[config.mk]
export PLATFORM = sky130hd
export DESIGN_NAME = cim_inst_queue_flat
export DESIGN_NICKNAME = d
export VERILOG_FILES = /design/src/rtl/cim_inst_queue_pkg.sv /design/src/rtl/cim_inst_queue_if.sv /design/src/rtl/cim_inst_queue_fifo.sv /design/src/rtl/cim_inst_queue.sv /design/src/flat_wrapper.sv
export SDC_FILE = /design/constraint.sdc
export NUM_CORES = 1
export LEC_CHECK = 0
export ABC_AREA = 1
export BUFFER_PORTS_ARGS = -buffer_cell sky130_fd_sc_hd__buf_2
export CORE_ASPECT_RATIO = 0.6
export CORE_MARGIN = 3
export CORE_UTILIZATION = 40
export DETAILED_ROUTE_END_ITERATION = 16
export PLACE_DENSITY = 0.62
export SYNTH_ARGS = -nofsm -noshare
export SYNTH_HDL_FRONTEND = slang
export SYNTH_SLANG_ARGS = --single-unit
export TNS_END_PERCENT = 20
[constraint.sdc]
create_clock -name clk -period 5.6 [get_ports clk]
set_clock_uncertainty 0.2 [all_clocks]
set_input_delay 0 -clock clk [delete_from_list [all_inputs] [get_ports clk]]
set_output_delay 0 -clock clk [all_outputs]
set_load 0.05 [all_outputs]
[src/rtl/cim_inst_queue_pkg.sv]
`default_nettype none
// +-----------------------------------------------------------------------+
// | cim_inst_queue_pkg : CIM instruction field layout and queue constants |
// | Revision: 1.0                                                         |
// +-----------------------------------------------------------------------+
package cim_inst_queue_pkg;

    localparam int CIM_INST_WIDTH = 32;
    localparam int CIM_IQ_DEPTH   = 8;
    localparam int CIM_CNT_WIDTH  = 16;

    localparam int OP_WIDTH = 8;
    localparam int S1_WIDTH = 8;
    localparam int S2_WIDTH = 8;
    localparam int D1_WIDTH = 8;

    localparam int OP_MSB = 31;
    localparam int OP_LSB = 24;
    localparam int S1_MSB = 23;
    localparam int S1_LSB = 16;
    localparam int S2_MSB = 15;
    localparam int S2_LSB = 8;
    localparam int D1_MSB = 7;
    localparam int D1_LSB = 0;

    localparam logic [OP_WIDTH-1:0] OP_NOP = 8'h00;

    typedef struct packed {
        logic [OP_WIDTH-1:0] op;
        logic [S1_WIDTH-1:0] s1;
        logic [S2_WIDTH-1:0] s2;
        logic [D1_WIDTH-1:0] d1;
    } cim_field_struct;

    function automatic logic is_nop(input logic [CIM_INST_WIDTH-1:0] inst);
        return inst[OP_MSB:OP_LSB] == OP_NOP;
    endfunction

endpackage
`default_nettype wire

[src/rtl/cim_inst_queue_if.sv]
`default_nettype none
// +-----------------------------------------------------------------------+
// | cim_inst_queue_if : host push / rw_control issue handshake bundle     |
// | Revision: 1.0                                                         |
// +-----------------------------------------------------------------------+
interface cim_inst_queue_if
    import cim_inst_queue_pkg::*;
#(
    parameter int INST_WIDTH = CIM_INST_WIDTH,
    parameter int DEPTH      = CIM_IQ_DEPTH,
    parameter int CNT_WIDTH  = CIM_CNT_WIDTH
);
    logic [INST_WIDTH-1:0]        host_inst_i;
    logic                         host_valid_i;
    logic                         host_ready_o;
    logic                         flush_i;
    logic                         issue_valid_o;
    logic                         issue_ready_i;
    logic [7:0]                   issue_op_o;
    logic [7:0]                   issue_s1_o;
    logic [7:0]                   issue_s2_o;
    logic [7:0]                   issue_d1_o;
    logic [$clog2(DEPTH+1)-1:0]   count_o;
    logic [CNT_WIDTH-1:0]         issued_cnt_o;

    // master: host/loader plus rw_control side; slave: the queue itself
    modport master (
        output host_inst_i, host_valid_i, flush_i, issue_ready_i,
        input  host_ready_o, issue_valid_o, issue_op_o, issue_s1_o,
               issue_s2_o, issue_d1_o, count_o, issued_cnt_o
    );

    modport slave (
        input  host_inst_i, host_valid_i, flush_i, issue_ready_i,
        output host_ready_o, issue_valid_o, issue_op_o, issue_s1_o,
               issue_s2_o, issue_d1_o, count_o, issued_cnt_o
    );
endinterface
`default_nettype wire

[src/rtl/cim_inst_queue_fifo.sv]
`default_nettype none
// +-----------------------------------------------------------------------+
// | cim_inst_fifo : generic synchronous FIFO with count-based full/empty  |
// | Revision: 1.0                                                         |
// +-----------------------------------------------------------------------+
module cim_inst_fifo #(
    parameter int WIDTH = 32,
    parameter int DEPTH = 8
) (
    input  logic                       clk,
    input  logic                       rst_n,
    input  logic                       clear,
    input  logic                       wr_en,
    input  logic [WIDTH-1:0]           wr_data,
    input  logic                       rd_en,
    output logic [WIDTH-1:0]           rd_data,
    output logic [$clog2(DEPTH+1)-1:0] count,
    output logic                       full,
    output logic                       empty
);
    localparam int PTR_W = $clog2(DEPTH);
    localparam int CNT_W = $clog2(DEPTH+1);

    logic [WIDTH-1:0] r_mem [DEPTH];
    logic [PTR_W-1:0] r_wr_ptr;
    logic [PTR_W-1:0] r_rd_ptr;
    logic [CNT_W-1:0] r_count;

    // DEPTH is a power of two, so pointers wrap naturally
    always_ff @(posedge clk or negedge rst_n) begin
        if (!rst_n) begin
            r_wr_ptr <= '0;
            r_rd_ptr <= '0;
            r_count  <= '0;
        end else if (clear) begin
            r_wr_ptr <= '0;
            r_rd_ptr <= '0;
            r_count  <= '0;
        end else begin
            if (wr_en) r_wr_ptr <= r_wr_ptr + PTR_W'(1);
            if (rd_en) r_rd_ptr <= r_rd_ptr + PTR_W'(1);
            case ({wr_en, rd_en})
                2'b10:   r_count <= r_count + CNT_W'(1);
                2'b01:   r_count <= r_count - CNT_W'(1);
                default: r_count <= r_count;
            endcase
        end
    end

    always_ff @(posedge clk) begin
        if (wr_en && !clear) r_mem[r_wr_ptr] <= wr_data;
    end

    assign rd_data = r_mem[r_rd_ptr];
    assign count   = r_count;
    assign full    = (r_count == CNT_W'(DEPTH));
    assign empty   = (r_count == '0);

endmodule
`default_nettype wire

[src/rtl/cim_inst_queue.sv]
`default_nettype none
// +-----------------------------------------------------------------------+
// | cim_inst_queue : NOP-filtering instruction queue ahead of rw_control  |
// | Revision: 1.0                                                         |
// +-----------------------------------------------------------------------+
module cim_inst_queue
    import cim_inst_queue_pkg::*;
#(
    parameter int INST_WIDTH = CIM_INST_WIDTH,
    parameter int DEPTH      = CIM_IQ_DEPTH,
    parameter int CNT_WIDTH  = CIM_CNT_WIDTH
) (
    input  logic              clk,
    input  logic              rst_n,
    cim_inst_queue_if.slave   bus
);
    localparam int CNT_W = $clog2(DEPTH+1);

    logic                  w_full;
    logic                  w_empty;
    logic [INST_WIDTH-1:0] w_rd_data;
    logic [CNT_W-1:0]      w_count;
    logic                  w_host_ready;
    logic                  w_issue_valid;
    logic                  w_wr_en;
    logic                  w_pop;
    cim_field_struct       w_head;
    logic [CNT_WIDTH-1:0]  r_issued_cnt;

    // Flush forces both handshakes low so nothing completes in the clear cycle
    assign w_host_ready  = !w_full && !bus.flush_i;
    assign w_issue_valid = !w_empty && !bus.flush_i;
    assign w_wr_en       = bus.host_valid_i && w_host_ready && !is_nop(bus.host_inst_i);
    assign w_pop         = w_issue_valid && bus.issue_ready_i;

    cim_inst_fifo #(
        .WIDTH (INST_WIDTH),
        .DEPTH (DEPTH)
    ) u_fifo (
        .clk     (clk),
        .rst_n   (rst_n),
        .clear   (bus.flush_i),
        .wr_en   (w_wr_en),
        .wr_data (bus.host_inst_i),
        .rd_en   (w_pop),
        .rd_data (w_rd_data),
        .count   (w_count),
        .full    (w_full),
        .empty   (w_empty)
    );

    always_ff @(posedge clk or negedge rst_n) begin
        if (!rst_n) begin
            r_issued_cnt <= '0;
        end else if (w_pop) begin
            r_issued_cnt <= r_issued_cnt + CNT_WIDTH'(1);
        end
    end

    always_comb begin
        w_head = '0;
        if (w_issue_valid) w_head = cim_field_struct'(w_rd_data);
    end

    assign bus.host_ready_o  = w_host_ready;
    assign bus.issue_valid_o = w_issue_valid;
    assign bus.issue_op_o    = w_head.op;
    assign bus.issue_s1_o    = w_head.s1;
    assign bus.issue_s2_o    = w_head.s2;
    assign bus.issue_d1_o    = w_head.d1;
    assign bus.count_o       = w_count;
    assign bus.issued_cnt_o  = r_issued_cnt;

endmodule
`default_nettype wire
[src/flat_wrapper.sv]
// flat-port wrapper written by rule: the top's interface ports become plain ports
module cim_inst_queue_flat import cim_inst_queue_pkg::*;
#(
    parameter int INST_WIDTH = CIM_INST_WIDTH,
    parameter int DEPTH      = CIM_IQ_DEPTH,
    parameter int CNT_WIDTH  = CIM_CNT_WIDTH
)
  (clk, rst_n, bus_host_inst_i, bus_host_valid_i, bus_flush_i, bus_issue_ready_i, bus_host_ready_o, bus_issue_valid_o, bus_issue_op_o, bus_issue_s1_o, bus_issue_s2_o, bus_issue_d1_o, bus_count_o, bus_issued_cnt_o);
  cim_inst_queue_if #(.INST_WIDTH(INST_WIDTH), .DEPTH(DEPTH), .CNT_WIDTH(CNT_WIDTH)) bus_i ();
  input  logic clk;
  input  logic rst_n;
  input wire logic [$bits(bus_i.host_inst_i)-1:0] bus_host_inst_i;
  input wire logic [$bits(bus_i.host_valid_i)-1:0] bus_host_valid_i;
  input wire logic [$bits(bus_i.flush_i)-1:0] bus_flush_i;
  input wire logic [$bits(bus_i.issue_ready_i)-1:0] bus_issue_ready_i;
  output wire logic [$bits(bus_i.host_ready_o)-1:0] bus_host_ready_o;
  output wire logic [$bits(bus_i.issue_valid_o)-1:0] bus_issue_valid_o;
  output wire logic [$bits(bus_i.issue_op_o)-1:0] bus_issue_op_o;
  output wire logic [$bits(bus_i.issue_s1_o)-1:0] bus_issue_s1_o;
  output wire logic [$bits(bus_i.issue_s2_o)-1:0] bus_issue_s2_o;
  output wire logic [$bits(bus_i.issue_d1_o)-1:0] bus_issue_d1_o;
  output wire logic [$bits(bus_i.count_o)-1:0] bus_count_o;
  output wire logic [$bits(bus_i.issued_cnt_o)-1:0] bus_issued_cnt_o;
  assign bus_i.host_inst_i = bus_host_inst_i;
  assign bus_i.host_valid_i = bus_host_valid_i;
  assign bus_i.flush_i = bus_flush_i;
  assign bus_i.issue_ready_i = bus_issue_ready_i;
  assign bus_host_ready_o = bus_i.host_ready_o;
  assign bus_issue_valid_o = bus_i.issue_valid_o;
  assign bus_issue_op_o = bus_i.issue_op_o;
  assign bus_issue_s1_o = bus_i.issue_s1_o;
  assign bus_issue_s2_o = bus_i.issue_s2_o;
  assign bus_issue_d1_o = bus_i.issue_d1_o;
  assign bus_count_o = bus_i.count_o;
  assign bus_issued_cnt_o = bus_i.issued_cnt_o;
  cim_inst_queue #(.INST_WIDTH(INST_WIDTH), .DEPTH(DEPTH), .CNT_WIDTH(CNT_WIDTH)) u_core (.clk(clk), .rst_n(rst_n), .bus(bus_i));
endmodule
* Yosys cells after proc, flatten, opt, wreduce, memory -nomap -nowiden
Memory sizes are Yosys's and may differ from the RTL's.
Cells that the tools add are included.
** Operators by class
- $add $sub $neg :: 5
- $mul :: 0
- Div/mod/pow operators :: 0
- $lt $le $gt $ge :: 0
- Equal/unequal tests :: 3
- Shifts and indexed selects :: 0
- Multiplexer cells :: 9
- Bitwise gates (word level) :: 0
- Reduce and logical (&&, ||, !) cells :: 15
** Operators with widths (count)
- $mux 32 :: 1
- $add 16x1->16 const B :: 1
- $mux 3 :: 4
- $logic_not 8->1 :: 1
- $pmux 4 s2 :: 1
- $add 3x1->3 const B :: 2
- $logic_and 1x1->1 :: 6
- $add 4x1->4 const B :: 1
- $eq 4x4->1 const B :: 1
- $logic_not 1->1 :: 4
- $logic_not 4->1 :: 1
- $mux 4 :: 1
- $reduce_bool 2->1 :: 2
- $sub 4x1->4 const B :: 1
- $reduce_bool 3->1 :: 1
- $eq 2x1->1 const B :: 1
- $eq 2x2->1 const B :: 1
- $mux 1 :: 2
** Storage, ports and cells
- Flip-flop bits (word level) :: 26
- Latch bits :: 0
- Memory bits (writable) :: 256
- Bits in read-only memories :: 0
- Input port bits :: 37
- Output and inout port bits :: 54
- Word-level logic and storage cells :: 37
- Memories :: 1
** Memories
- u_core.u_fifo.r_mem :: depth 8, bits a word 32, rd ports 1, clocked after memory_dff 0, wr ports 1, RTL line cim_inst_queue_fifo.sv:24 : logic [WIDTH-1:0] r_mem [DEPTH];

* Longest topological paths before layout
- Depth in word-level cells :: 8
- Depth in mapped cells :: 16
- Gate-level depth less buffers :: 16

* Modules after synthesis
A second synthesis with hierarchy kept.
** Unflattened totals
- Cell total of the unflattened synthesis :: 1052
- Area, all modules :: 11787.6 µm²
** By module, submodules not included
- cim_inst_fifo :: instances 1, cells each 879, area each 10639.0 µm²
- cim_inst_queue :: instances 1, cells each 173, area each 1148.6 µm²

* Worst setup path before layout
OpenSTA, ideal clock, no wires.
- Kind :: flip-flop to flip-flop
- Start :: reg u_core.u_fifo.r_count[1], in the netlist u_core.u_fifo.count[1]
- End :: mem u_core.u_fifo.r_mem[0][0] (enable)
- Library setup time :: 421 ps
- Arrival :: 2648 ps
- Required time :: 4979 ps
- Setup slack :: 2331 ps
- Cell stages (with the launch flop) :: 7
- Buffers on the path :: 0
- Cells stage by stage :: dfrtp_1 -> nor2_2 -> nand2_1 -> nand3_1 -> nor2_1 -> nand2_1 -> nor2_1
** On the way
- Word-level cells in the longest chain between the ends :: 8
** Ends and longest elaborated chain
- start: declaration :: RTL line cim_inst_queue_fifo.sv:27 : logic [CNT_W-1:0] r_count;
- start signal: assignment :: RTL line cim_inst_queue_fifo.sv:43 : 2'b10: r_count <= r_count + CNT_W'(1);
- start signal: assignment :: RTL line cim_inst_queue_fifo.sv:44 : 2'b01: r_count <= r_count - CNT_W'(1);
- start signal: assignment :: RTL line cim_inst_queue_fifo.sv:45 : default: r_count <= r_count;
- $eq 4x4->1 :: RTL line cim_inst_queue_fifo.sv:56 : assign full = (r_count == CNT_W'(DEPTH));
- $logic_not 1->1 :: RTL line cim_inst_queue.sv:31 : assign w_host_ready = !w_full && !bus.flush_i;
- $logic_and 1x1->1 :: RTL line cim_inst_queue.sv:31
- $logic_and 1x1->1 (2 in a row) :: RTL line cim_inst_queue.sv:33 : assign w_wr_en = bus.host_valid_i && w_host_ready && !is_nop(bus.host_inst_i);
- $logic_and 1x1->1 :: RTL line cim_inst_queue_fifo.sv:51 : if (wr_en && !clear) r_mem[r_wr_ptr] <= wr_data;
- $mux 1 :: RTL line cim_inst_queue_fifo.sv:51
- $mux 1 (implied by the code) :: RTL line cim_inst_queue_fifo.sv:51
- end: declaration :: RTL line cim_inst_queue_fifo.sv:24
No other way between the ends.

* Final worst setup path
- Start :: reg u_core.u_fifo.r_rd_ptr[0]
- End :: out bus_issue_d1_o[3]
** On the way
- Word-level cells in the longest chain between the ends :: 2
** Ends and longest elaborated chain
- start: declaration :: RTL line cim_inst_queue_fifo.sv:26 : logic [PTR_W-1:0] r_rd_ptr;
- start signal: assignment :: RTL line cim_inst_queue_fifo.sv:41 : if (rd_en) r_rd_ptr <= r_rd_ptr + PTR_W'(1);
- $mem_v2 8x32
- $mux 32 :: RTL line cim_inst_queue.sv:62 : if (w_issue_valid) w_head = cim_field_struct'(w_rd_data);
- end: declaration :: RTL line flat_wrapper.sv:21 : output wire logic [$bits(bus_i.issue_d1_o)-1:0] bus_issue_d1_o;
No other way between the ends.

==> metrics <==
Core Box Area=approximately 27000 um2; critical path launch point=u_core.u_fifo.r_rd_ptr[0]; CTS tree=yes; multi-input logic area=around 2700 um2; share of the synthesized area in the top cell type=a little under 70%; global route overflow=0; HPWL after DPL=~14000 um; status=complete, no violations; antenna cell count=0; final hold vios=0; initial antenna violation count=0; clk buf depth=3; Pwr per Cell Area=465 nW/um2; First-pass DRT Iterations=5; sequential share of power=between 40% and 50%; highest clock rate=282 MHz; R2R cell count=14; Mean Syn Cell Area=between 10 and 15 um2; Sw Ratio=approximately 38%; most numerous cell in the Yosys netlist=edfxtp_1; Worst-Margin Slew=~1.2 ns; CTS sink cnt=282; Root Driver=clkbuf_16; Post-CTS Setup Bufs=0; final WL=25900 um; utilization after layout=between 40% and 50%; VDD IR-drop max=roughly 0.33 mV; wire per inst=roughly 18 um; largest net degree at the start of global routing=approximately 80; clock power share=26.9%; top_reg_cell synth=edfxtp_1; remaining antenna violation count after routing=0; Cell Area, Synth=between 10000 and 15000 um2; Leak=roughly 4.7 nW; Slew HR=a little under a quarter; FF/Latch Area=approximately 8300 um2; CP required=about 5.4 ns; Area contributors post-synth=edfxtp_1, o21ai_0, nor2_1, dfrtp_1, a31oi_1; synth cell count leaders=edfxtp_1, nor2_1, o21ai_0; ys async rst share=9.22%; Starting Density=a little over two fifths; crit path kind=register to output pin; clock latency on the worst-skew pair=0.53 ns; RR Startpoint=u_core.u_fifo.count[3]; vias in the first global route=roughly 6900; hold slack=approximately 0.085 ns; GR Util All Layers=between 15 and 20%; Worst setup SP type=register; DR iter-0 viols=roughly 640; Crit. End Element=output pin; reg2reg end=u_core.u_fifo.count[2]; Setup WS pre-CTS=~2.6 ns; part of the power in combinational logic=roughly a third; Final period util=between 60% and 70%; crit path DAT=~3.4 ns; internal power=slightly below 4 mW; CTS Hold Bufs=40; first-pass GRT wire length=40600 um; clk slew on worst S/H paths=about 0.06 ns; Synth area leader=edfxtp_1; crit path time final=~3.5 ns; Max Cap Violations=0; die width=about 220 um; Area Overhead vs Synth=18.3%; Final Max Slew Viols=0; setup violators final=0; RSZ-0062 raised after global routing=no; post-synth net total=about 950; crit path max fanout=64; H-Tree Depth=1; Fillers=roughly 2400; Unique masters post-synth=29; share of layout cells above drive strength 1=roughly 16%; total negative slack=0 ns; sequential fraction of the synthesis area=between 70% and 80%; Critical Path Sink=bus_issue_d1_o[3]; Site Rows=46; TritonCTS buffer count=26; Hold Path Class=input pin to register; via count=slightly above 7000; total die area=approximately 30000 um2; r2r setup slk=between 2 and 3 ns; GPL Wtd Cong=between 0.7 and 0.8; Die Span Y=about 140 um; Ys Warns=0; number of I/O pins=91; Psw=between 2 and 2.5 mW; Synth Instances=roughly 900; #FFs+latches synth=282; DR vias/cell=between 5 and 6; I/O Buffers=90; Resized cells post-CTS=0; Post-synth EDFFs=approximately 260; worst setup margin=~2 ns; # nets final=between 1000 and 1500; Residual DRC=0
[layout make-up]
| class | instances | share of cell area (%) |
|---|---|---|
| multi-input cells | 543 | 20.1 |
| well taps | 360 | 3.38 |
| inverters | 26 | 0.742 |
| flip-flops and latches | 282 | 62.6 |
| clock buffers | 36 | 5.33 |
| repair buffers | 144 | 7.25 |
| clock inverters | 12 | 0.582 |
[layout by cell type, fill, tap and decap left out, drive strengths merged, types with 24 or more instances in the layout]
| cell | Yosys | final |
|---|---|---|
| clkbuf | 36 | 36 |
| buf | 16 | 105 |
| inv | 25 | 24 |
| edfxtp | 256 | 256 |
| o21ai | 167 | 167 |
| dlygate4sd3 | 0 | 39 |
| dfrtp | 26 | 26 |
| o22ai | 32 | 32 |
| a31oi | 32 | 32 |
| nand2 | 53 | 53 |
| nor2 | 220 | 220 |
[logic make-up after synthesis]
logic type / count (synthesis) / share of synthesized area, %
adders and majority gates: 5 / 0.555
buffers and inverters: 78 / 2.74
AOI/OAI and AO/OA: 236 / 11.3
DFF: 282 / 74.0
xor gates and xnor gates: 15 / 1.17
and+or+nand+nor: 287 / 10.3
[layer usage]
metal  GRT usage, %  share of wire, %  vias to the layer above
met4           3.14               1.5                        0
met5              0                 0                        -
met3           2.96               5.3                       31
met2           26.5                45                      196
met1           25.6                48                     3466
li1               -                 -                     3487
[power groups by stage]
stage,logic [mW],registers (mW),clock network (mW)
3_3_place_gp,1.99,2.55,0
6_report,2.02,2.51,1.66
2_1_floorplan,1.41,2.60,0
3_5_place_dp,2.00,2.55,0
5_1_grt,2.21,2.53,1.79
4_1_cts,2.04,2.51,1.71
[registers in the layout, summed over array words and instances (netlist names)]
name / cells
u_core.u_fifo.r_rd_ptr: 3
u_core.u_fifo.r_mem: 256
u_core.u_fifo.r_wr_ptr: 3
u_core.u_fifo.count: 4
u_core.bus.issued_cnt_o: 16
[worst max-delay path, stage by stage, from the launching register on]
cell and delay (ns):
dfrtp_4 0.70, clkinv_2 0.42, buf_4 0.57, o21ai_0 0.15, o22ai_1 0.12, o21ai_0 0.09, a31oi_1 0.37, buf_2 0.35
[worst min path at each step]
stage | from | end | slack [ns] | cells after the start
global placement | rst_n | u_core.bus.issued_cnt_o[10] | -0.15 | 1
detailed placement | rst_n | u_core.bus.issued_cnt_o[10] | -0.15 | 1
global route | bus_host_inst_i[22] | u_core.u_fifo.r_mem[6][22] | 0.08 | 2
CTS | bus_host_inst_i[22] | u_core.u_fifo.r_mem[2][22] | 0.06 | 2
floorplan | rst_n | u_core.bus.issued_cnt_o[0] | -0.50 | 0
finish | bus_host_inst_i[22] | u_core.u_fifo.r_mem[1][22] | 0.09 | 2
[stage by stage]
stage                     instance area, um2  std cells  total power [mW]
after floorplan                        11300        903              4.01
after global placement                 12100       1315              4.54
after detailed placement               12100       1315              4.55
after CTS                              13300       1403              6.25
after global routing                   13300       1403              6.53
final                                  13300       1403              6.19
(Power assumes the default switching activity.)
